[src/rtl/xbee_pkg.sv]
// Shared constants, error codes and parser state encoding for the xBee API receive path.
package xbee_pkg;

  localparam logic [7:0] API_DELIM = 8'h7E;
  localparam logic [7:0] API_ESC   = 8'h7D;
  localparam logic [7:0] ESC_XOR   = 8'h20;

  localparam logic [1:0] ERR_FRAMING = 2'd0;
  localparam logic [1:0] ERR_BAD_LEN = 2'd1;
  localparam logic [1:0] ERR_CSUM    = 2'd2;
  localparam logic [1:0] ERR_OVERRUN = 2'd3;

  typedef enum logic [2:0] {
    ST_IDLE,
    ST_LEN_MSB,
    ST_LEN_LSB,
    ST_DATA,
    ST_CSUM,
    ST_OUTPUT
  } parser_state_t;

  // Frame data plus checksum byte must sum to 0xFF modulo 256.
  function automatic logic csum_ok(input logic [7:0] sum, input logic [7:0] csum);
    logic [7:0] total;
    total = sum + csum;
    return total == 8'hFF;
  endfunction

endpackage

[src/rtl/xbee_api_rx_if.sv]
// Frame-data streaming interface: valid/ready byte stream with last marker and frame length.
interface xbee_api_rx_if;
  logic [7:0]  OUT_DATA;
  logic        OUT_VALID;
  logic        OUT_READY;
  logic        OUT_LAST;
  logic [15:0] FRAME_LEN;

  modport master (output OUT_DATA, OUT_VALID, OUT_LAST, FRAME_LEN, input OUT_READY);
  modport slave  (input OUT_DATA, OUT_VALID, OUT_LAST, FRAME_LEN, output OUT_READY);
endinterface

[src/rtl/xbee_api_rx_uart_rx_byte.sv]
// 8N1 UART byte receiver: 2-FF synchronizer, 16x oversampling tick, mid-bit sampling,
// one-cycle byte strobe or framing-error strobe.
module uart_rx_byte #(
  parameter int unsigned CLK_FREQ_HZ = 40_000_000,
  parameter int unsigned BAUD        = 9600
) (
  input  logic       clk,
  input  logic       rst,
  input  logic       rxd,
  output logic [7:0] byte_data,
  output logic       byte_stb,
  output logic       frame_err
);

  localparam int unsigned TICK_RAW = (CLK_FREQ_HZ + BAUD * 8) / (BAUD * 16);
  localparam int unsigned TICK_DIV = (TICK_RAW == 0) ? 1 : TICK_RAW;
  localparam int unsigned DIV_W    = (TICK_DIV > 1) ? $clog2(TICK_DIV) : 1;

  typedef enum logic [1:0] {RX_IDLE, RX_START, RX_DATA, RX_STOP} rx_state_t;

  rx_state_t        state_q, state_d;
  logic             rxd_meta, rxd_s, rxd_prev;
  logic [DIV_W-1:0] div_cnt;
  logic [3:0]       samp_cnt;
  logic [2:0]       bit_cnt;
  logic [7:0]       shreg;
  logic             tick, mid, stb_d, ferr_d;

  always_ff @(posedge clk) begin
    if (rst) begin
      rxd_meta <= 1'b1;
      rxd_s    <= 1'b1;
      rxd_prev <= 1'b1;
    end else begin
      rxd_meta <= rxd;
      rxd_s    <= rxd_meta;
      rxd_prev <= rxd_s;
    end
  end

  // Tick phase restarts at each detected start edge; the 8th tick of every bit is mid-bit.
  assign tick = (state_q != RX_IDLE) && (div_cnt == DIV_W'(TICK_DIV - 1));
  assign mid  = tick && (samp_cnt == 4'd7);

  always_ff @(posedge clk) begin
    if (rst) state_q <= RX_IDLE;
    else     state_q <= state_d;
  end

  always_comb begin
    state_d = state_q;
    stb_d   = 1'b0;
    ferr_d  = 1'b0;
    case (state_q)
      RX_IDLE:  if (rxd_prev && !rxd_s) state_d = RX_START;
      RX_START: if (mid) state_d = rxd_s ? RX_IDLE : RX_DATA;
      RX_DATA:  if (mid && bit_cnt == 3'd7) state_d = RX_STOP;
      RX_STOP: begin
        if (mid) begin
          state_d = RX_IDLE;
          stb_d   = rxd_s;
          ferr_d  = !rxd_s;
        end
      end
      default:  state_d = RX_IDLE;
    endcase
  end

  always_ff @(posedge clk) begin
    if (rst) begin
      div_cnt   <= '0;
      samp_cnt  <= '0;
      bit_cnt   <= '0;
      shreg     <= '0;
      byte_data <= '0;
      byte_stb  <= 1'b0;
      frame_err <= 1'b0;
    end else begin
      byte_stb  <= stb_d;
      frame_err <= ferr_d;
      if (state_q == RX_IDLE) begin
        div_cnt  <= '0;
        samp_cnt <= '0;
        bit_cnt  <= '0;
      end else begin
        div_cnt <= tick ? '0 : div_cnt + 1'b1;
        if (tick) samp_cnt <= samp_cnt + 4'd1;
        if (mid && state_q == RX_DATA) begin
          shreg   <= {rxd_s, shreg[7:1]};
          bit_cnt <= bit_cnt + 3'd1;
        end
      end
      if (stb_d) byte_data <= shreg;
    end
  end

endmodule

[src/rtl/xbee_api_rx.sv]
// xBee API frame receiver: UART bytes -> delimiter/length/data/checksum parser -> buffered stream.
// Optional API mode 2 escaping is enabled by defining XBEE_API_ESCAPE_EN.
module xbee_api_rx
  import xbee_pkg::*;
#(
  parameter int unsigned CLK_FREQ_HZ = 40_000_000,
  parameter int unsigned BAUD        = 9600,
  parameter int unsigned MAX_PAYLOAD = 32
) (
  input  logic                FAB_CLK,
  input  logic                FAB_RESET,
  input  logic                UART_RXD,
  xbee_api_rx_if.master       out_if,
  output logic                ERR_STB,
  output logic [1:0]          ERR_CODE
);

  localparam int unsigned IDX_W = (MAX_PAYLOAD > 1) ? $clog2(MAX_PAYLOAD) : 1;

  parser_state_t state_q, state_d;
  logic [7:0]    rx_byte, b;
  logic          rx_stb, rx_ferr, data_stb, abort;
  logic [15:0]   len_q, len_new, wr_idx, rd_idx, frame_len_q;
  logic [7:0]    sum_q, out_data_q;
  logic          out_valid_q, out_last_q, err_d;
  logic [1:0]    code_d;
  logic [7:0]    mem [MAX_PAYLOAD];

  uart_rx_byte #(.CLK_FREQ_HZ(CLK_FREQ_HZ), .BAUD(BAUD)) u_rx (
    .clk      (FAB_CLK),
    .rst      (FAB_RESET),
    .rxd      (UART_RXD),
    .byte_data(rx_byte),
    .byte_stb (rx_stb),
    .frame_err(rx_ferr)
  );

`ifdef XBEE_API_ESCAPE_EN
  logic esc_q, in_frame, esc_consume;
  assign in_frame    = state_q inside {ST_LEN_MSB, ST_LEN_LSB, ST_DATA, ST_CSUM};
  assign b           = esc_q ? (rx_byte ^ ESC_XOR) : rx_byte;
  assign abort       = rx_stb && in_frame && !esc_q && (rx_byte == API_DELIM);
  assign esc_consume = rx_stb && in_frame && !esc_q && (rx_byte == API_ESC);
  assign data_stb    = rx_stb && !abort && !esc_consume;

  always_ff @(posedge FAB_CLK) begin
    if (FAB_RESET || abort || state_q == ST_IDLE) esc_q <= 1'b0;
    else if (esc_consume)                         esc_q <= 1'b1;
    else if (rx_stb)                              esc_q <= 1'b0;
  end
`else
  assign b        = rx_byte;
  assign abort    = 1'b0;
  assign data_stb = rx_stb;
`endif

  assign len_new = {len_q[15:8], b};

  always_ff @(posedge FAB_CLK) begin
    if (FAB_RESET) state_q <= ST_IDLE;
    else           state_q <= state_d;
  end

  always_comb begin
    state_d = state_q;
    err_d   = 1'b0;
    code_d  = ERR_FRAMING;
    if (rx_ferr) begin
      // A line error never tears down a stream already handed to the consumer.
      err_d = 1'b1;
      if (state_q != ST_OUTPUT) state_d = ST_IDLE;
    end else if (abort) begin
      state_d = ST_LEN_MSB;
    end else if (data_stb) begin
      case (state_q)
        ST_IDLE:    if (b == API_DELIM) state_d = ST_LEN_MSB;
        ST_LEN_MSB: state_d = ST_LEN_LSB;
        ST_LEN_LSB: begin
          if (len_new == 16'd0 || len_new > 16'(MAX_PAYLOAD)) begin
            err_d   = 1'b1;
            code_d  = ERR_BAD_LEN;
            state_d = ST_IDLE;
          end else begin
            state_d = ST_DATA;
          end
        end
        ST_DATA:    if (wr_idx == len_q - 16'd1) state_d = ST_CSUM;
        ST_CSUM: begin
          if (csum_ok(sum_q, b)) begin
            state_d = ST_OUTPUT;
          end else begin
            err_d   = 1'b1;
            code_d  = ERR_CSUM;
            state_d = ST_IDLE;
          end
        end
        ST_OUTPUT: begin
          err_d  = 1'b1;
          code_d = ERR_OVERRUN;
        end
        default:    state_d = ST_IDLE;
      endcase
    end
    if (state_q == ST_OUTPUT && out_valid_q && out_if.OUT_READY && out_last_q)
      state_d = ST_IDLE;
  end

  always_ff @(posedge FAB_CLK) begin
    if (data_stb && state_q == ST_DATA) mem[wr_idx[IDX_W-1:0]] <= b;
  end

  always_ff @(posedge FAB_CLK) begin
    if (FAB_RESET) begin
      len_q       <= '0;
      wr_idx      <= '0;
      rd_idx      <= '0;
      sum_q       <= '0;
      frame_len_q <= '0;
      out_data_q  <= '0;
      out_valid_q <= 1'b0;
      out_last_q  <= 1'b0;
      ERR_STB     <= 1'b0;
      ERR_CODE    <= '0;
    end else begin
      ERR_STB  <= err_d;
      ERR_CODE <= err_d ? code_d : 2'd0;
      if (data_stb && !rx_ferr && !abort) begin
        case (state_q)
          ST_LEN_MSB: len_q[15:8] <= b;
          ST_LEN_LSB: begin
            len_q[7:0] <= b;
            wr_idx     <= '0;
            sum_q      <= '0;
          end
          ST_DATA: begin
            wr_idx <= wr_idx + 16'd1;
            sum_q  <= sum_q + b;
          end
          ST_CSUM: begin
            if (state_d == ST_OUTPUT) begin
              frame_len_q <= len_q;
              rd_idx      <= '0;
            end
          end
          default: ;
        endcase
      end
      // rd_idx points at the next buffer entry to load into the output register.
      if (state_q == ST_OUTPUT) begin
        if (!out_valid_q) begin
          out_valid_q <= 1'b1;
          out_data_q  <= mem[rd_idx[IDX_W-1:0]];
          out_last_q  <= (rd_idx == len_q - 16'd1);
          rd_idx      <= rd_idx + 16'd1;
        end else if (out_if.OUT_READY) begin
          if (out_last_q) begin
            out_valid_q <= 1'b0;
            out_last_q  <= 1'b0;
          end else begin
            out_data_q <= mem[rd_idx[IDX_W-1:0]];
            out_last_q <= (rd_idx == len_q - 16'd1);
            rd_idx     <= rd_idx + 16'd1;
          end
        end
      end
    end
  end

  assign out_if.OUT_DATA  = out_data_q;
  assign out_if.OUT_VALID = out_valid_q;
  assign out_if.OUT_LAST  = out_last_q;
  assign out_if.FRAME_LEN = frame_len_q;

endmodule

[src/flat_wrapper.sv]
// flat-port wrapper written by rule: the top's interface ports become plain ports
module xbee_api_rx_flat import xbee_pkg::*;
#(
  parameter int unsigned CLK_FREQ_HZ = 40_000_000,
  parameter int unsigned BAUD        = 9600,
  parameter int unsigned MAX_PAYLOAD = 32
)
  (FAB_CLK, FAB_RESET, UART_RXD, ERR_STB, ERR_CODE, out_if_OUT_DATA, out_if_OUT_VALID, out_if_OUT_LAST, out_if_FRAME_LEN, out_if_OUT_READY);
  xbee_api_rx_if out_if_i ();
  input  logic FAB_CLK;
  input  logic FAB_RESET;
  input  logic UART_RXD;
  output logic ERR_STB;
  output logic [1:0] ERR_CODE;
  output wire logic [$bits(out_if_i.OUT_DATA)-1:0] out_if_OUT_DATA;
  output wire logic [$bits(out_if_i.OUT_VALID)-1:0] out_if_OUT_VALID;
  output wire logic [$bits(out_if_i.OUT_LAST)-1:0] out_if_OUT_LAST;
  output wire logic [$bits(out_if_i.FRAME_LEN)-1:0] out_if_FRAME_LEN;
  input wire logic [$bits(out_if_i.OUT_READY)-1:0] out_if_OUT_READY;
  assign out_if_OUT_DATA = out_if_i.OUT_DATA;
  assign out_if_OUT_VALID = out_if_i.OUT_VALID;
  assign out_if_OUT_LAST = out_if_i.OUT_LAST;
  assign out_if_FRAME_LEN = out_if_i.FRAME_LEN;
  assign out_if_i.OUT_READY = out_if_OUT_READY;
  xbee_api_rx #(.CLK_FREQ_HZ(CLK_FREQ_HZ), .BAUD(BAUD), .MAX_PAYLOAD(MAX_PAYLOAD)) u_core (.FAB_CLK(FAB_CLK), .FAB_RESET(FAB_RESET), .UART_RXD(UART_RXD), .out_if(out_if_i), .ERR_STB(ERR_STB), .ERR_CODE(ERR_CODE));
endmodule
[config.mk]
export PLATFORM = sky130hd
export DESIGN_NAME = xbee_api_rx_flat
export DESIGN_NICKNAME = d
export VERILOG_FILES = /design/src/rtl/xbee_pkg.sv /design/src/rtl/xbee_api_rx_if.sv /design/src/rtl/xbee_api_rx_uart_rx_byte.sv /design/src/rtl/xbee_api_rx.sv /design/src/flat_wrapper.sv
export SDC_FILE = /design/constraint.sdc
export NUM_CORES = 1
export LEC_CHECK = 0
export ABC_CLOCK_PERIOD_IN_PS = 8300
export CORE_MARGIN = 2
export CORE_UTILIZATION = 30
export CTS_CLUSTER_SIZE = 16
export DETAILED_ROUTE_END_ITERATION = 16
export PLACE_DENSITY = 0.41
export SKIP_LAST_GASP = 1
export SLEW_MARGIN = 15
export SYNTH_ARGS = -nofsm -noshare
export SYNTH_HDL_FRONTEND = slang
export SYNTH_HIERARCHICAL = 1
export SYNTH_SLANG_ARGS = --single-unit
[constraint.sdc]
create_clock -name FAB_CLK -period 8.3 [get_ports FAB_CLK]
set_clock_uncertainty 0.1 [all_clocks]
set_input_delay 1.245 -clock FAB_CLK [delete_from_list [all_inputs] [get_ports FAB_CLK]]
set_output_delay 1.245 -clock FAB_CLK [all_outputs]
set_load 0.005 [all_outputs]
Word-level counts from Yosys, hierarchy flattened
Memory sizes are Yosys's and may differ from the RTL's. A register that Yosys moved wholly into a read port is not among the register bits.
Index checks and enable logic that the tools add are counted.
{"block": "op_classes", "n_eq_ne": 23, "shifts": 0, "multipliers": 0, "addsub": 7, "n_reduce_logical": 30, "div_mod_pow": 0, "n_bitwise": 5, "magnitude_cmp": 1, "mux": 46}
{"operator": "two-way mux 16 bit", "count": 7}
{"operator": "adder 16 x 1 -> 16 bit (second input constant)", "count": 2}
{"operator": "equality test 16 bit", "count": 2}
{"operator": "case mux 16 bit (2 select lines)", "count": 1}
{"operator": "two-way mux 8 bit", "count": 3}
{"operator": "two-way mux 3 bit", "count": 7}
{"operator": "case mux 3 bit (6 select lines)", "count": 1}
{"operator": "> comparator 16 x 6 -> 1 bit (second input constant)", "count": 1}
{"operator": "zero test 16 bit", "count": 1}
{"operator": "case mux 8 bit (2 select lines)", "count": 1}
{"operator": "subtractor 16 x 1 -> 16 bit (second input constant)", "count": 1}
{"operator": "two-way mux 1 bit", "count": 15}
{"operator": "two-way mux 2 bit", "count": 7}
{"operator": "equality test 3 bit (second input constant)", "count": 4}
{"operator": "!= test 2 bit (second input constant)", "count": 6}
{"operator": "logical AND 1 bit", "count": 10}
{"operator": "AND reduction 2 bit", "count": 5}
{"operator": "adder 9 x 1 -> 9 bit (second input constant)", "count": 1}
{"operator": "equality test 9 bit (second input constant)", "count": 1}
{"operator": "adder 8 bit", "count": 1}
{"operator": "equality test 8 x 7 -> 1 bit (second input constant)", "count": 1}
{"operator": "equality test 8 bit (second input constant)", "count": 1}
{"operator": "case mux 2 bit (4 select lines)", "count": 1}
{"operator": "equality test 3 x 2 -> 1 bit (second input constant)", "count": 2}
{"operator": "21 further kinds", "count": 30}
{"block": "word_totals", "ff_bits": 127, "rom_bits": 0, "latch_bits": 0, "mem_count": 1, "mem_bits_rw": 256}
{"name": "u_core.mem", "depth": 32, "width": 8, "rd": 1, "rd_clocked_by_memory_dff": 1, "write_ports": 1, "line_no": "xbee_api_rx.sv:27", "source": "logic [7:0] mem [MAX_PAYLOAD];"}

Logic depth before layout (Yosys ltp)
Gate-level depths: netlist (run 1).
{"block": "logic_depth", "word_depth": 16, "depth_mapped": 11, "depth_no_buf": 9}

By module
Netlist (run 1), hierarchy kept.
{"module": "xbee_api_rx", "area_each_um2": 14845.5, "seq_area_each_um2": 9449.1, "cells_per_inst": 1041, "n_inst": 1}
{"module": "uart_rx_byte", "area_each_um2": 1590.3, "seq_area_each_um2": 780.7, "cells_per_inst": 166, "n_inst": 1}

Worst setup path before layout (run 1)
OpenSTA, ideal clock, no wires.
{"block": "synth_timing", "path_type": "reg2reg", "startpoint": "register u_core.u_rx.byte_data[1]", "endpoint": "register u_core.rd_idx[2]", "stages_incl_launch_ff": 10, "setup_ns": 0.114, "setup_slack_ns": 5.083, "period_less_slack_ns": 3.217, "t_arrival_ns": 3.004, "cell_sequence": "dfxtp_1 ha_1 a211oi_1 o31ai_1 o31ai_1 xnor2_1 nor3_1 buf_2 o22ai_1 a21o_1"}
{"block": "synth_between", "elab_chain_len": 15, "elab_cells_between_ends": 21}
{"item": "start, declared", "line_no": "xbee_api_rx_uart_rx_byte.sv:10", "source": "output logic [7:0] byte_data,"}
{"item": "start signal, assigned", "line_no": "xbee_api_rx_uart_rx_byte.sv:93", "source": "if (stb_d) byte_data <= shreg;"}
{"item": "adder 8 bit (tied with other cells)", "line_no": "xbee_pkg.sv:25", "source": "total = sum + csum;"}
{"item": "equality test 8 bit or logical OR 1 bit (tied branches)", "line_no": "xbee_pkg.sv:26, xbee_api_rx.sv:79"}
{"item": "two-way mux 3 bit or two-way mux 2 bit (tied branches)", "line_no": "xbee_api_rx.sv:89, xbee_api_rx.sv:79"}
{"item": "case mux 3 bit (6 select lines) *", "line_no": "xbee_api_rx.sv:75", "source": "case (state_q)"}
{"item": "two-way mux 3 bit *", "line_no": "xbee_api_rx.sv:74", "source": "end else if (data_stb) begin"}
{"item": "two-way mux 3 bit *", "line_no": "xbee_api_rx.sv:68", "source": "if (rx_ferr) begin"}
{"item": "two-way mux 3 bit *", "line_no": "xbee_api_rx.sv:104", "source": "if (state_q == ST_OUTPUT && out_valid_q && out_if.OUT_READY && out_last_q)"}
{"item": "equality test 3 bit *", "line_no": "xbee_api_rx.sv:140", "source": "if (state_d == ST_OUTPUT) begin"}
{"item": "two-way mux 16 bit *", "line_no": "xbee_api_rx.sv:140"}
{"item": "two-way mux 16 bit *", "line_no": "xbee_api_rx.sv:128", "source": "case (state_q)"}
{"item": "two-way mux 16 bit *", "line_no": "xbee_api_rx.sv:127", "source": "if (data_stb && !rx_ferr && !abort) begin"}
{"item": "two-way mux 16 bit", "line_no": "xbee_api_rx.sv:156", "source": "if (out_last_q) begin"}
{"item": "two-way mux 16 bit", "line_no": "xbee_api_rx.sv:155", "source": "end else if (out_if.OUT_READY) begin"}
{"item": "two-way mux 16 bit", "line_no": "xbee_api_rx.sv:150", "source": "if (!out_valid_q) begin"}
{"item": "two-way mux 16 bit *", "line_no": "xbee_api_rx.sv:149", "source": "if (state_q == ST_OUTPUT) begin"}
{"item": "end signal, assigned", "line_no": "xbee_api_rx.sv:154", "source": "rd_idx <= rd_idx + 16'd1;"}
{"item": "end signal, assigned", "line_no": "xbee_api_rx.sv:162", "source": "rd_idx <= rd_idx + 16'd1;"}
{"item": "end, declared", "line_no": "xbee_api_rx.sv:23", "source": "logic [15:0] len_q, len_new, wr_idx, rd_idx, frame_len_q;"}
Every way passes the cells marked *; elsewhere a longest branch is shown, timed or not.
A chain may end at the register's enable or synchronous reset.

Worst setup path in the final report (run 1)
{"block": "layout_timing", "startpoint": "register u_core.u_rx.byte_data[1]", "endpoint": "register u_core.rd_idx[6]"}
The elaborated chain is that of the path after synthesis.

==> flow_summary.yaml, run 1 <==
final_layout:
  num_antenna_cells: 0
  drive_above_1_share_pct: 14.0
  finalNonFillerCells: 1964
  final_cell_mix: "edfxtp_1 (256), dfxtp_1 (125), nand2_1 (112)"
  final_common_cell: "edfxtp_1"
  final_nets: 1255
  area_growth_pct: 15.5
power_and_ir_drop:
  irDropWorstVdd_uv: 136
  p_leak_nw: 5.46
  power.density_mw_per_mm2: 214
yosys:
  synth.net_count: 1229
  syn_inst: 1207
  synthArstFlopShare_pct: 0
  ys.flop_type: "edfxtp_1"
  synthesis.area_mm2: 0.0164
  ys_seq_area_share_pct: 62.2
  ys_warn_count: 6
  synth_cell_type_count: 67
  synth-seq-cells: 383
  syn_area_per_cell_um2: 13.6
  synth-edff-count: 256
clock_tree:
  cts_buffer_depth: 3
  cts_setup_buffers: 0
  clock_latency_ns: 0.58
  post_cts_resized: 0
  path_clk_slew_ns: 0.06
  htreeDepth: 2
  cts_hold_buf: 0
  numCtsBuffers: 45
  cts-root-buf: "clkbuf_16"
  cts_sinks: 383
  cts_tree: "yes"
setup_path:
  crit_type: "reg -> reg"
  cp-start-kind: "flip-flop"
  cp-end-kind: "flip-flop"
  cp.required_ns: 8.66
  arrival_ns: 3.89
  path_max_fanout: 21
grt:
  grt-ovfl-total: 0
  grt_usage_pct: 15.5
  grt_pass1_wl_mm: 65.3
  grt_pass1_vias: 9998
  grt_max_degree: 63
  antenna_found_initial: 2
sta:
  relSlewSlack_pct: 30.1
  setup_viol: 0
  hold_viol_final: 0
  tightest_slew_ns: 1.05
  min_period_over_period_pct: 42.5
  rsz0062_at_grt: "no"
  fmax_mhz: 283
  report.final.slew_viol_count: 0
  setup-tns-final_ns: 0
  fin_crit_ns: 3.53
detailed_routing:
  firstDrtPassIters: 5
  routed_wl_mm: 43.3
  vias_per_cell: 5.10
  vias: 10000
  remaining_drc_errors: 0
  drtIter0Drc: 821
  wire_per_inst_um: 22.0
  ant_nets: 0
die:
  dieWidth_um: 238
  std_cell_rows: 85
  start_util_pct: 30.4
  die_y_um: 238
  die_area_mm2: 0.0567
  design.portCount: 33
  core_mm2: 0.0540
placement:
  placed_cells: 1882
  hpwl_mm: 26.9
  gp_congestion: 0.787
  portBuffers: 32
run:
  cap_violations: 0
min_path:
  min_path_type: "reg -> reg"
status:
  status: "finished, final reports clean"
==> through the flow <==
step / power (mW) / util, % / hold WS (ns) / worst slack, ns / cell area, um^2
after detailed placement: 2.07 / 32.3 / 0.293 / 4.69 / 17500
after global placement: 2.07 / 32.3 / 0.300 / 4.81 / 17500
final: 4.05 / 35.1 / 0.305 / 4.77 / 19000
after CTS: 4.12 / 35.1 / 0.307 / 4.76 / 19000
after global routing: 4.19 / 35.1 / 0.334 / 4.53 / 19000
after floorplan: 2.06 / - / 0.289 / 5.08 / 16400
==> final timing paths <==
| path | endpoint | depth (start not counted) | from | slack, ns |
|---|---|---|---|---|
| hold reg to reg | u_core/u_rx/rxd_s | 1 | u_core/u_rx/rxd_meta | 0.31 |
| setup reg to reg | u_core/rd_idx[6] | 8 | u_core/u_rx/byte_data[1] | 4.77 |
| hold / removal | u_core/u_rx/rxd_s | 1 | u_core/u_rx/rxd_meta | 0.31 |
| setup / recovery | u_core/rd_idx[6] | 8 | u_core/u_rx/byte_data[1] | 4.77 |
==> power by group <==
group / switching (mW) / internal, mW
clock: 0.796 / 1.23
sequential: 0.00104 / 2.01
combinational: 0.0137 / 0.00487
==> routing by layer <==
layer  GRT usage (%)  vias up  part of all wire, %
li1                -     4637                    -
met1            22.9     5079                   49
met2            23.3      229                   44
met3            2.44       62                  5.0
met4            4.68        0                  2.0
met5               0        -                    0
==> worst max-delay path: stages (launching register included) <==
cell and delay [ns]:
dfxtp_1 0.60, ha_1 0.31, a211oi_1 0.36, o31ai_1 0.19
o31ai_1 0.30, xnor2_1 0.21, or4_1 0.97, a21oi_1 0.28
mux2i_1 0.09
==> sequential cells by signal, summed over array words and instances (netlist names), 2 cells and up, named ones only <==
register	cells
u_core/ERR_CODE	2
u_core/len_q	16
u_core/mem	256
u_core/out_if.FRAME_LEN	16
u_core/out_if.OUT_DATA	8
u_core/rd_idx	16
u_core/state_q	3
u_core/sum_q	8
u_core/u_rx/bit_cnt	3
u_core/u_rx/byte_data	8
u_core/u_rx/div_cnt	9
u_core/u_rx/samp_cnt	4
u_core/u_rx/shreg	8
u_core/wr_idx	16
==> cells in the mapped netlist, types with 14 or more instances <==
cell / count / area, um^2
edfxtp_1: 256 / 7690
dfxtp_1: 127 / 2540
nand2_1: 112 / 420
nor2_1: 108 / 405
mux4_2: 80 / 1800
a21oi_1: 53 / 265
clkbuf_1: 48 / 180
mux2i_1: 41 / 410
xnor2_1: 33 / 289
nand3_1: 32 / 160
xor2_1: 28 / 245
o21ai_0: 27 / 135
nor3_1: 21 / 105
ha_1: 17 / 213
inv_1: 17 / 63.8
or3_1: 15 / 93.8
nor2b_1: 14 / 87.6
==> cell type report <==
class                      count  area [um^2]
multi-input combinational    738         5860
clock buffer                  57         1220
clock inverter                25          289
timing repair buffer          48          435
inverter                      17         63.8
tap                          696          871
sequential                   383        10200
fill                        5239        35000
==> cell families (layout without fill, tap and decap cells) <==
family          count (synthesis)  count (layout)  share of synthesized area, %
compound gates                159             159                          6.24
xor+xnor                       61              61                          3.25
fa+ha+maj                      18              18                          1.42
buf+inv                        86             147                          2.17
flops                         383             383                          62.2
mux                           122             122                          13.5
simple gates                  378             378                          11.2
Note: power is estimated with default switching activity, not from simulation.
==> inputs of run 2 (changes only) <==
--- a/config.mk
+++ b/config.mk
@@ -5,12 +5,12 @@
 export SDC_FILE = /design/constraint.sdc
 export NUM_CORES = 1
 export LEC_CHECK = 0
-export ABC_CLOCK_PERIOD_IN_PS = 8300
+export ABC_CLOCK_PERIOD_IN_PS = 3200
 export CORE_MARGIN = 2
 export CORE_UTILIZATION = 30
 export CTS_CLUSTER_SIZE = 16
 export DETAILED_ROUTE_END_ITERATION = 16
-export PLACE_DENSITY = 0.41
+export PLACE_DENSITY = 0.43
 export SKIP_LAST_GASP = 1
 export SLEW_MARGIN = 15
 export SYNTH_ARGS = -nofsm -noshare
==> constraint.sdc (replaced) <==
create_clock -name FAB_CLK -period 3.2 [get_ports FAB_CLK]
set_clock_uncertainty 0.1 [all_clocks]
set_input_delay 0.48 -clock FAB_CLK [delete_from_list [all_inputs] [get_ports FAB_CLK]]
set_output_delay 0.48 -clock FAB_CLK [all_outputs]
set_load 0.005 [all_outputs]
==> flow_summary.yaml, run 2 (synthesized netlist as in run 1, its figures left out) <==
clock_tree:
  numCtsBuffers: 44
  cts_tree: "yes"
  cts_buffer_depth: 3
  clock_latency_ns: 0.58
  cts_hold_buf: 0
  cts-root-buf: "clkbuf_16"
  cts_setup_buffers: 0
  cts_sinks: 383
  post_cts_resized: 0
  htreeDepth: 2
  path_clk_slew_ns: 0.06
setup_path:
  ff2ff_setup_slack_ns: 0.23
  crit_type: "reg -> reg"
  cp_slowest_cell: "or4_1"
  r2r-start: "u_core/u_rx/byte_data[0]"
  crit_chain: "ha_1 -> fa_1 -> and3_1 -> o21a_1 -> o211ai_1 -> o2111ai_1 -> or4_1 -> buf_4 -> a21oi_1 -> mux2i_1"
  cp-start-kind: "flip-flop"
  arrival_ns: 3.32
  reg2reg_to: "u_core/rd_idx[10]"
  cp_slowest_stage_delay_ns: 0.46
  rr_worst_depth: 10
  cp-end-kind: "flip-flop"
  path_max_fanout: 21
  cp.required_ns: 3.55
detailed_routing:
  vias_per_cell: 4.99
  ant_nets: 0
  firstDrtPassIters: 5
  routed_wl_mm: 42.8
  wire_per_inst_um: 21.1
  remaining_drc_errors: 0
  vias: 10100
  drtIter0Drc: 690
grt:
  grt_pass1_wl_mm: 65.0
  antenna_found_initial: 0
  grt-ovfl-total: 0
  grt_usage_pct: 15.3
  grt_pass1_vias: 10100
  grt_max_degree: 38
placement:
  portBuffers: 32
  hpwl_mm: 27.7
  gp_congestion: 0.805
  place_ws_ns: 0.215
  placed_area_mm2: 0.0180
min_path:
  hold_path_depth: 2
  holdPathEnd: "u_core/wr_idx[0]"
  min_path_type: "in -> reg"
  hold_start: "FAB_RESET"
power_and_ir_drop:
  power.density_mw_per_mm2: 517
  seqPwrFrac_pct: 52.0
  swShare_pct: 20.5
  p_leak_nw: 5.74
  comb_power_share_pct: 0.5
  p_sw_mw: 2.05
  irDropWorstVdd_uv: 305
  p_int_mw: 7.97
  p_clk_share_pct: 47.5
final_layout:
  final_cell_mix: "edfxtp_1 (256), dfxtp_1 (124), nand2_1 (112)"
  drive_above_1_share_pct: 18.1
  num_antenna_cells: 0
  fin_area_mm2: 0.0194
  largest_reg_flops: 256
  fin_util_pct: 35.9
  seq_area_mm2: 0.0102
  area_growth_pct: 17.9
  final_common_cell: "edfxtp_1"
  multi_input_area_mm2: 0.00586
  final_nets: 1321
  fill_cells: 5211
sta:
  fin_ws_ns: 0.227
  fmax_mhz: 336
  relSlewSlack_pct: 56.8
  tightest_slew_ns: 0.642
  setup_viol: 0
  holdWs_ns: 0.243
  min_period_over_period_pct: 92.9
  setup-tns-final_ns: 0
  fin_crit_ns: 2.97
  report.final.slew_viol_count: 0
  rsz0062_at_grt: "no"
  hold_viol_final: 0
die:
  die_area_mm2: 0.0567
  core_mm2: 0.0540
  design.portCount: 33
  std_cell_rows: 85
  start_util_pct: 30.4
  die_y_um: 238
  dieWidth_um: 238
status:
  status: "finished, final reports clean"
run:
  cap_violations: 0
## run 2: changes by cell type in the layout (fill, tap and decap cells not counted), moves of 2 or more
cell,change
buf_12,+5
clkbuf_16,-2
clkinv_1,-10
clkbuf_1,+14
buf_4,+62
bufinv_16,-5
## run 2: worst max-delay path by stage
stage,start,to,slack (ns),depth (start not counted)
2_1_floorplan,u_core/u_rx/byte_data[0],u_core/rd_idx[2],0.006,10
3_3_place_gp,u_core/u_rx/byte_data[0],u_core/rd_idx[8],0.28,10
3_5_place_dp,u_core/len_q[1],u_core/state_q[0],0.22,9
4_1_cts,u_core/u_rx/byte_data[0],u_core/rd_idx[10],0.20,10
5_1_grt,u_core/len_q[1],u_core/state_q[0],0.008,9
6_report,u_core/u_rx/byte_data[0],u_core/rd_idx[10],0.23,10
## run 2: stage by stage
step / power, mW / instances
after floorplan: 5.35 / 1207
after global placement: 5.37 / 1949
after detailed placement: 5.37 / 1949
after CTS: 10.2 / 2029
after global routing: 10.4 / 2029
final: 10.0 / 2029
## run 2: final cells by class
| type | count | share of cell area, % |
|---|---|---|
| inverters | 17 | 0.329 |
| clock buffers | 70 | 6.39 |
| well taps | 696 | 4.49 |
| clock inverters | 10 | 0.542 |
| repair buffers | 115 | 5.16 |
| multi-input cells | 738 | 30.3 |
| flip-flops and latches | 383 | 52.8 |
## run 2: per-layer routing
layer  vias to the layer above  GRT usage, %  part of all wire (%)
li1                       4757             -                     -
met3                        46          2.33                   3.4
met4                         0          3.83                   1.8
met2                       171          24.2                    46
met1                      5159          22.0                    49
met5                         -             0                     0
## run 2: power groups by stage
stage,combinational [mW],sequential (mW),clock [mW]
6_report,0.0480,5.22,4.76
3_3_place_gp,0.0492,5.32,0
4_1_cts,0.0492,5.22,4.93
3_5_place_dp,0.0491,5.32,0
5_1_grt,0.0547,5.21,5.09
2_1_floorplan,0.0307,5.32,0
## run 2: worst max-delay path, delay by kind of cell, from the launching register on
family	cells	cell delay (ns)
compound gates	4	0.83
fa+ha+maj	2	0.62
buf+inv	1	0.23
flops	1	0.31
mux	1	0.08
simple gates	2	0.65
==> inputs of run 3 (changes only) <==
--- a/config.mk
+++ b/config.mk
@@ -6,7 +6,6 @@
 export NUM_CORES = 1
 export LEC_CHECK = 0
 export ABC_CLOCK_PERIOD_IN_PS = 3200
-export CORE_MARGIN = 2
 export CORE_UTILIZATION = 30
 export CTS_CLUSTER_SIZE = 16
 export DETAILED_ROUTE_END_ITERATION = 16
==> flow_summary.yaml, run 3 (synthesized netlist as in run 1, its figures left out) <==
status:
  status: "finished, final reports clean"
sta:
  fin_crit_ns: 3.02
  report.final.slew_viol_count: 0
  rsz0062_at_grt: "no"
  setup_viol: 0
  fmax_mhz: 331
  fin_ws_ns: 0.183
  setup-tns-final_ns: 0
  min_period_over_period_pct: 94.3
  hold_viol_final: 0
  relSlewSlack_pct: 46.1
  tightest_slew_ns: 0.801
  holdWs_ns: 0.251
grt:
  antenna_found_initial: 1
  grt_usage_pct: 15.3
  grt_pass1_vias: 10100
  grt-ovfl-total: 0
  grt_pass1_wl_mm: 64.2
  grt_max_degree: 48
detailed_routing:
  dr_wl_met3_mm: 1.64
  firstDrtPassIters: 5
  drtIter0Drc: 657
  vias: 9988
  vias_per_cell: 4.93
  wl_met2_mm: 20.0
  routed.top_layer: "met4"
  wire_per_inst_um: 20.8
  wl_met1_mm: 19.7
  ant_nets: 0
  routed_wl_mm: 42.1
  remaining_drc_errors: 0
placement:
  placed_cells: 1944
  place_ws_ns: 0.196
  placed_area_mm2: 0.0180
  gp_congestion: 0.829
  portBuffers: 32
  hpwl_mm: 27.2
power_and_ir_drop:
  swShare_pct: 21.0
  p_clk_share_pct: 47.4
  comb_power_share_pct: 0.5
  p_leak_nw: 5.73
  power.total_mw: 10.0
  power.density_mw_per_mm2: 517
  p_int_mw: 7.90
  seqPwrFrac_pct: 52.1
  p_sw_mw: 2.10
  irDropWorstVdd_uv: 343
clock_tree:
  cts_hold_buf: 0
  cts_buffer_depth: 3
  cts_sinks: 383
  cts-root-buf: "clkbuf_16"
  path_clk_slew_ns: 0.06
  clock_latency_ns: 0.58
  htreeDepth: 2
  numCtsBuffers: 43
  cts_tree: "yes"
  cts_setup_buffers: 0
setup_path:
  startpoint: "u_core/len_q[0]"
  r2r-start: "u_core/len_q[0]"
  rr_worst_depth: 9
  cp-endpoint: "u_core/state_q[0]"
  path_max_fanout: 8
  crit_type: "reg -> reg"
  arrival_ns: 3.38
  ff2ff_setup_slack_ns: 0.18
  reg2reg_to: "u_core/state_q[0]"
  cp.required_ns: 3.56
  cp-start-kind: "flip-flop"
  cp-end-kind: "flip-flop"
die:
  dieWidth_um: 236
  die_y_um: 236
  start_util_pct: 30.4
  std_cell_rows: 85
  die_area_mm2: 0.0557
  core_mm2: 0.0540
  design.portCount: 33
final_layout:
  area_growth_pct: 17.7
  finalNonFillerCells: 2025
  drive_above_1_share_pct: 18.4
  seq_area_mm2: 0.0102
  fin_area_mm2: 0.0193
  final_cell_mix: "edfxtp_1 (256), dfxtp_1 (124), nand2_1 (112)"
  multi_input_area_mm2: 0.00587
  fill_cells: 5184
  fin_util_pct: 35.8
  final_common_cell: "edfxtp_1"
  final_nets: 1315
  largest_reg_flops: 256
min_path:
  min_path_type: "in -> reg"
run:
  cap_violations: 0
-- run 3: cell types whose count changed in the layout (fill, tap and decap cells not counted) --
cell / before / now
clkbuf_1: 22 / 10
clkinv_2: 3 / 11
buf_4: 78 / 73
clkinv_1: 2 / 6
clkbuf_16: 44 / 43
clkinv_8: 1 / 2
dfxtp_2: 1 / 2
dfxtp_4: 2 / 1
diode_2: 0 / 1
inv_4: 0 / 1
inv_6: 1 / 0
o2111ai_1: 4 / 3
o2111ai_2: 0 / 1
-- run 3: worst min path at each step --
stage	from	to	slack, ns	cells after the start
after global placement	u_core/u_rx/rxd_meta	u_core/u_rx/rxd_s	0.30	1
final	FAB_RESET	u_core/len_q[1]	0.25	3
after floorplan	u_core/u_rx/rxd_meta	u_core/u_rx/rxd_s	0.29	1
after global routing	FAB_RESET	u_core/sum_q[7]	0.25	3
after CTS	FAB_RESET	u_core/len_q[1]	0.23	3
after detailed placement	u_core/u_rx/rxd_meta	u_core/u_rx/rxd_s	0.30	1
-- run 3: what timing repair did --
item / CTS / global route
endpoints found under the hold margin: 0 / 0
setup endpoints to repair: 0 / 6
gates resized for setup: 0 / 2
-- run 3: power groups by stage --
stage / clock network, mW / logic (mW) / registers, mW
6_report: 4.74 / 0.0501 / 5.22
5_1_grt: 5.07 / 0.0548 / 5.21
4_1_cts: 4.90 / 0.0510 / 5.22
3_5_place_dp: 0 / 0.0514 / 5.32
3_3_place_gp: 0 / 0.0505 / 5.32
2_1_floorplan: 0 / 0.0307 / 5.32
-- run 3: cell type report --
| cell class | instances | area share [%] |
|---|---|---|
| clock inverters | 23 | 0.899 |
| repair buffers | 110 | 4.98 |
| diodes | 1 | 0.0129 |
| inverters | 17 | 0.330 |
| clock buffers | 57 | 6.04 |
| well taps | 696 | 4.50 |
| multi-input cells | 738 | 30.3 |
| flip-flops and latches | 383 | 52.9 |
-- run 3: worst max-delay path: stages (launching register included) --
cell,delay (ns)
dfxtp_1,0.41
inv_1,0.11
ha_1,0.20
or3b_1,0.50
nor3_2,0.22
xnor2_1,0.11
a221o_1,0.30
or4_1,0.62
o31ai_1,0.24
o21ai_1,0.10
-- run 3: routing by layer --
layer	GRT usage [%]	up-vias
met2	25.0	159
met4	3.76	0
li1	-	4754
met1	20.9	5020
met5	0	-
met3	2.79	55
==> edit 1: new RTL, flow settings as in run 3 <==
Re-encode `parser_state_t` (6 states) as Gray code, 3 bits wide.
--- a/src/rtl/xbee_pkg.sv
+++ b/src/rtl/xbee_pkg.sv
@@ -11,12 +11,12 @@
   localparam logic [1:0] ERR_OVERRUN = 2'd3;
 
   typedef enum logic [2:0] {
-    ST_IDLE,
-    ST_LEN_MSB,
-    ST_LEN_LSB,
-    ST_DATA,
-    ST_CSUM,
-    ST_OUTPUT
+    ST_IDLE    = 3'b000,
+    ST_LEN_MSB = 3'b001,
+    ST_LEN_LSB = 3'b011,
+    ST_DATA    = 3'b010,
+    ST_CSUM    = 3'b110,
+    ST_OUTPUT  = 3'b111
   } parser_state_t;
 
   // Frame data plus checksum byte must sum to 0xFF modulo 256.
Check against the original RTL: same outputs for any inputs over 10 cycles, from zero or initial values and one cycle with FAB_RESET high; not proved beyond that.
==> edit 1 against run 3 <==
Wire length decreased by 2.4%. Final area about the same. Largest power group unchanged. Worst setup slack improved by 0.036 ns. Sequential cell count unchanged. Critical path type unchanged. Fmax increased by 1.2%. Power increased by 3.1%. Area after synthesis decreased by 0.47%. Global-route usage decreased by 0.21 points. Sequential power about the same. Count of clock-buffer cells in the layout increased by 4. Highest routed layer unchanged. Critical endpoint is now u_core/rd_idx[6]. Final cell count decreased by 1.3%.
==> edit 1: results <==
group,metric,value,unit
status,outcome,"complete, no violations",
clock_network,numCtsBuffers,45,
power_and_ir_drop,p_total,10320,uW
detailed_routing,dr_wl_met3,1310,um
layout,clkbuf_count,61,
power_and_ir_drop,leakage,0.005750,uW
synth,netlist-cell-type-count,69,
place,place_area,17870,um^2
synth,synth_fa_ha_area_frac,0.01423,
power_and_ir_drop,p_seq_frac,0.506,
detailed_routing,drt_iter0_drc,690,
power_and_ir_drop,ir_drop,378.9,uV
layout,nets,1289,
global_route,grt_max_degree,65,
layout,buffer_area_frac,0.04811,
power_and_ir_drop,switchingPower,2043,uW
layout,clkCellAreaFrac,0.07604,
timing,worst_slack,0.2191,ns
detailed_routing,wl_met2,18820,um
detailed_routing,viasPerCell,4.954,
worst_setup_path,crit_start,"u_core/u_rx/byte_data[0]",
synth,synth_compound_area_frac,0.06043,
place,dp_hpwl,26080,um
worst_setup_path,cp.arrival,3.33,ns
die,die_w,235.5,um
synth,synthTopCellsByArea,"edfxtp_1, dfxtp_1, mux4_2, nand2_1, mux2i_1",
detailed_routing,dr.pass1.iters,4,
layout,multiInputGateArea,5773,um^2
layout,final.fill_count,5192,
worst_setup_path,crit_path_max_incr_delay,0.43,ns
place,post-place-ws,0.1131,ns
layout,multi_input_gates,711,
global_route,met3_usage,0.01947,
place,dp.cells,1916,
global_route,grtUsageMet1,0.2189,
worst_setup_path,reg2reg_depth,10,
synth,syn_inst,1184,
synth,synthXorXnorAreaFrac,0.03381,
synth,muxShareOfSynthArea,0.1348,
global_route,track_usage,0.1509,
detailed_routing,drt_wl_total,41050,um
worst_setup_path,crit_slowest_cell,"fa_1",
global_route,first_global_vias,9826,
layout,layout-drive-gt1-share,0.1899,
worst_setup_path,rr_endpoint,"u_core/rd_idx[6]",
worst_setup_path,crit_fanout,13,
global_route,antenna_found_initial,0,
timing,worst_pin_slew,0.7334,ns
place,place.gp.congestion,0.7566,
layout,post-route-util,0.3596,
-- edit 1: timing repair --
| item | in CTS | in global routing |
|---|---|---|
| hold endpoints to repair | 0 | 0 |
| resized for setup | 0 | 2 |
| setup endpoints to repair | 0 | 10 |
-- edit 1: worst min-delay path by stage --
| stage | cells past startpoint | slack (ns) | to | from |
|---|---|---|---|---|
| 6_report | 3 | 0.29 | u_core/out_if.OUT_DATA[5] | FAB_RESET |
| 5_1_grt | 3 | 0.28 | u_core/sum_q[1] | FAB_RESET |
| 4_1_cts | 3 | 0.26 | u_core/sum_q[7] | FAB_RESET |
| 3_5_place_dp | 1 | 0.29 | u_core/u_rx/rxd_s | u_core/u_rx/rxd_meta |
| 3_3_place_gp | 1 | 0.31 | u_core/u_rx/rxd_s | u_core/u_rx/rxd_meta |
| 2_1_floorplan | 1 | 0.29 | u_core/u_rx/rxd_s | u_core/u_rx/rxd_meta |
==> edit 2: new RTL, flow settings as in run 3 <==
Made on the original files. `CLK_FREQ_HZ` is set to 40_000_000 in 3 places; all go to 10_000_000.
--- a/src/rtl/xbee_api_rx_uart_rx_byte.sv
+++ b/src/rtl/xbee_api_rx_uart_rx_byte.sv
@@ -1,7 +1,7 @@
 // 8N1 UART byte receiver: 2-FF synchronizer, 16x oversampling tick, mid-bit sampling,
 // one-cycle byte strobe or framing-error strobe.
 module uart_rx_byte #(
-  parameter int unsigned CLK_FREQ_HZ = 40_000_000,
+  parameter int unsigned CLK_FREQ_HZ = 10_000_000,
   parameter int unsigned BAUD        = 9600
 ) (
   input  logic       clk,
--- a/src/rtl/xbee_api_rx.sv
+++ b/src/rtl/xbee_api_rx.sv
@@ -3,7 +3,7 @@
 module xbee_api_rx
   import xbee_pkg::*;
 #(
-  parameter int unsigned CLK_FREQ_HZ = 40_000_000,
+  parameter int unsigned CLK_FREQ_HZ = 10_000_000,
   parameter int unsigned BAUD        = 9600,
   parameter int unsigned MAX_PAYLOAD = 32
 ) (
--- a/src/flat_wrapper.sv
+++ b/src/flat_wrapper.sv
@@ -1,7 +1,7 @@
 // flat-port wrapper written by rule: the top's interface ports become plain ports
 module xbee_api_rx_flat import xbee_pkg::*;
 #(
-  parameter int unsigned CLK_FREQ_HZ = 40_000_000,
+  parameter int unsigned CLK_FREQ_HZ = 10_000_000,
   parameter int unsigned BAUD        = 9600,
   parameter int unsigned MAX_PAYLOAD = 32
 )
Formal check against the unedited RTL: same outputs for any inputs over 10 cycles, from zero or initial values and one cycle with FAB_RESET high; that may be too few to reach the edited logic, so the function may still have changed.
==> edit 2 against run 3 <==
Utilization up 0.39 points. Final area is 0.88% higher. Area after synthesis shrank 0.34%. Sequential share of layout area shrank 0.67 points. Die area is 0.34% lower. Power is 5.8% higher. Final cell count shrank 0.20%. Worst setup slack better by 0.027 ns. Sequential cell count is 2 lower. Wire length is 0.15% higher. Largest power group is now the clock network.
==> edit 2: results <==
group,metric,value,unit
status,outcome,"complete, no violations",
layout,layout-drive-gt1-share,0.1925,
place,post-place-ws,0.2110,ns
global_route,track_usage,0.1543,
worst_setup_path,crit_start,"u_core/u_rx/byte_data[0]",
synth,synth_fa_ha_area_frac,0.01497,
power_and_ir_drop,ir_drop,344.7,uV
synth,muxShareOfSynthArea,0.1345,
global_route,antenna_found_initial,0,
synth,yosysWarnings,6,
synth,post_synth_most_frequent_cells,"edfxtp_1, dfxtp_1, nor2_1, nand2_1, mux4_2",
synth,netlist-cell-type-count,66,
synth,synth_nets,1217,
timing,maxSlewHeadroom,0.4630,
detailed_routing,dr.pass1.iters,6,
layout,nets,1311,
hold_path,holdPathStages,2,
timing,max_freq,334.5,MHz
place,place.gp.congestion,0.8122,
detailed_routing,wl_per_cell,20.85,um
synth,synth_compound_area_frac,0.06256,
synth,synthFlopType,"edfxtp_1",
detailed_routing,routed-via-count,10050,
synth,seq_area_frac_synth,0.6221,
clock_network,numCtsBuffers,45,
hold_path,worstHoldStart,"FAB_RESET",
global_route,grt_max_degree,58,
layout,num_antenna_cells,0,
synth,synthTopCellsByArea,"edfxtp_1, dfxtp_1, mux4_2, nor2_1, mux2i_1",
power_and_ir_drop,leakage,0.005808,uW
global_route,first_global_vias,10110,
==> edit 2: final cells by class <==
| type | instances | area (um^2) |
|---|---|---|
| Tap cell | 696 | 870.8 |
| Clock inverter | 20 | 255.2 |
| Sequential cell | 381 | 10200 |
| Fill cell | 5140 | 34400 |
| Multi-Input combinational cell | 732 | 5874 |
| Timing Repair Buffer | 112 | 953.4 |
| Clock buffer | 64 | 1309 |
| Inverter | 16 | 60.06 |
==> edit 2: where the power goes <==
group	switching, uW	internal [uW]
logic	34.0	17.0
clock network	2080	3260
registers	2.56	5190
==> edit 2: logic make-up after synthesis <==
logic type | Yosys count
DFF | 381
AOI/OAI and AO/OA | 159
and+or+nand+nor | 373
muxes | 120
adders and majority gates | 19
xor gates and xnor gates | 61
buffers and inverters | 81
==> edit 2: metrics by stage <==
step / area [um^2] / instances / total power, uW / hold slack [ns]
6_report: 19520 / 2021 / 10590 / 0.1673
5_1_grt: 19520 / 2021 / 10920 / 0.1687
4_1_cts: 19510 / 2021 / 10730 / 0.1407
3_5_place_dp: 17950 / 1937 / 5349 / 0.3032
3_3_place_gp: 17950 / 1937 / 5349 / 0.2962
2_1_floorplan: 16380 / 1194 / 5331 / 0.2895
==> edit 2: final timing paths <==
check | endpoint
worst min register to register | u_core/u_rx/rxd_s
worst max register to register | u_core/rd_idx[14]
worst min-delay path | u_core/out_if.FRAME_LEN[4]
worst max-delay path | u_core/rd_idx[14]
==> edit 2: layer usage <==
| layer | part of all wire | track usage | vias up |
|---|---|---|---|
| met1 | 0.46 | 0.2130 | 5065 |
| met3 | 0.046 | 0.02873 | 61 |
| met5 | 0 | 0 | - |
| li1 | - | - | 4714 |
| met4 | 0.021 | 0.04100 | 0 |
| met2 | 0.47 | 0.2485 | 209 |
==> edit 2: critical path, cell delays in order (launching register included) <==
cell and delay, ns:
dfxtp_1 0.31, ha_1 0.22, fa_1 0.41, and3_1 0.19
o21a_1 0.20, o211ai_1 0.22, o2111ai_1 0.25, or4_1 0.45
buf_4 0.23, a21oi_1 0.18, mux2i_1 0.10
==> edit 2: repair_timing <==
item | in CTS | in global routing
setup endpoints to repair | 0 | 3
resized for setup | 0 | 1
hold buffers | 0 | 0
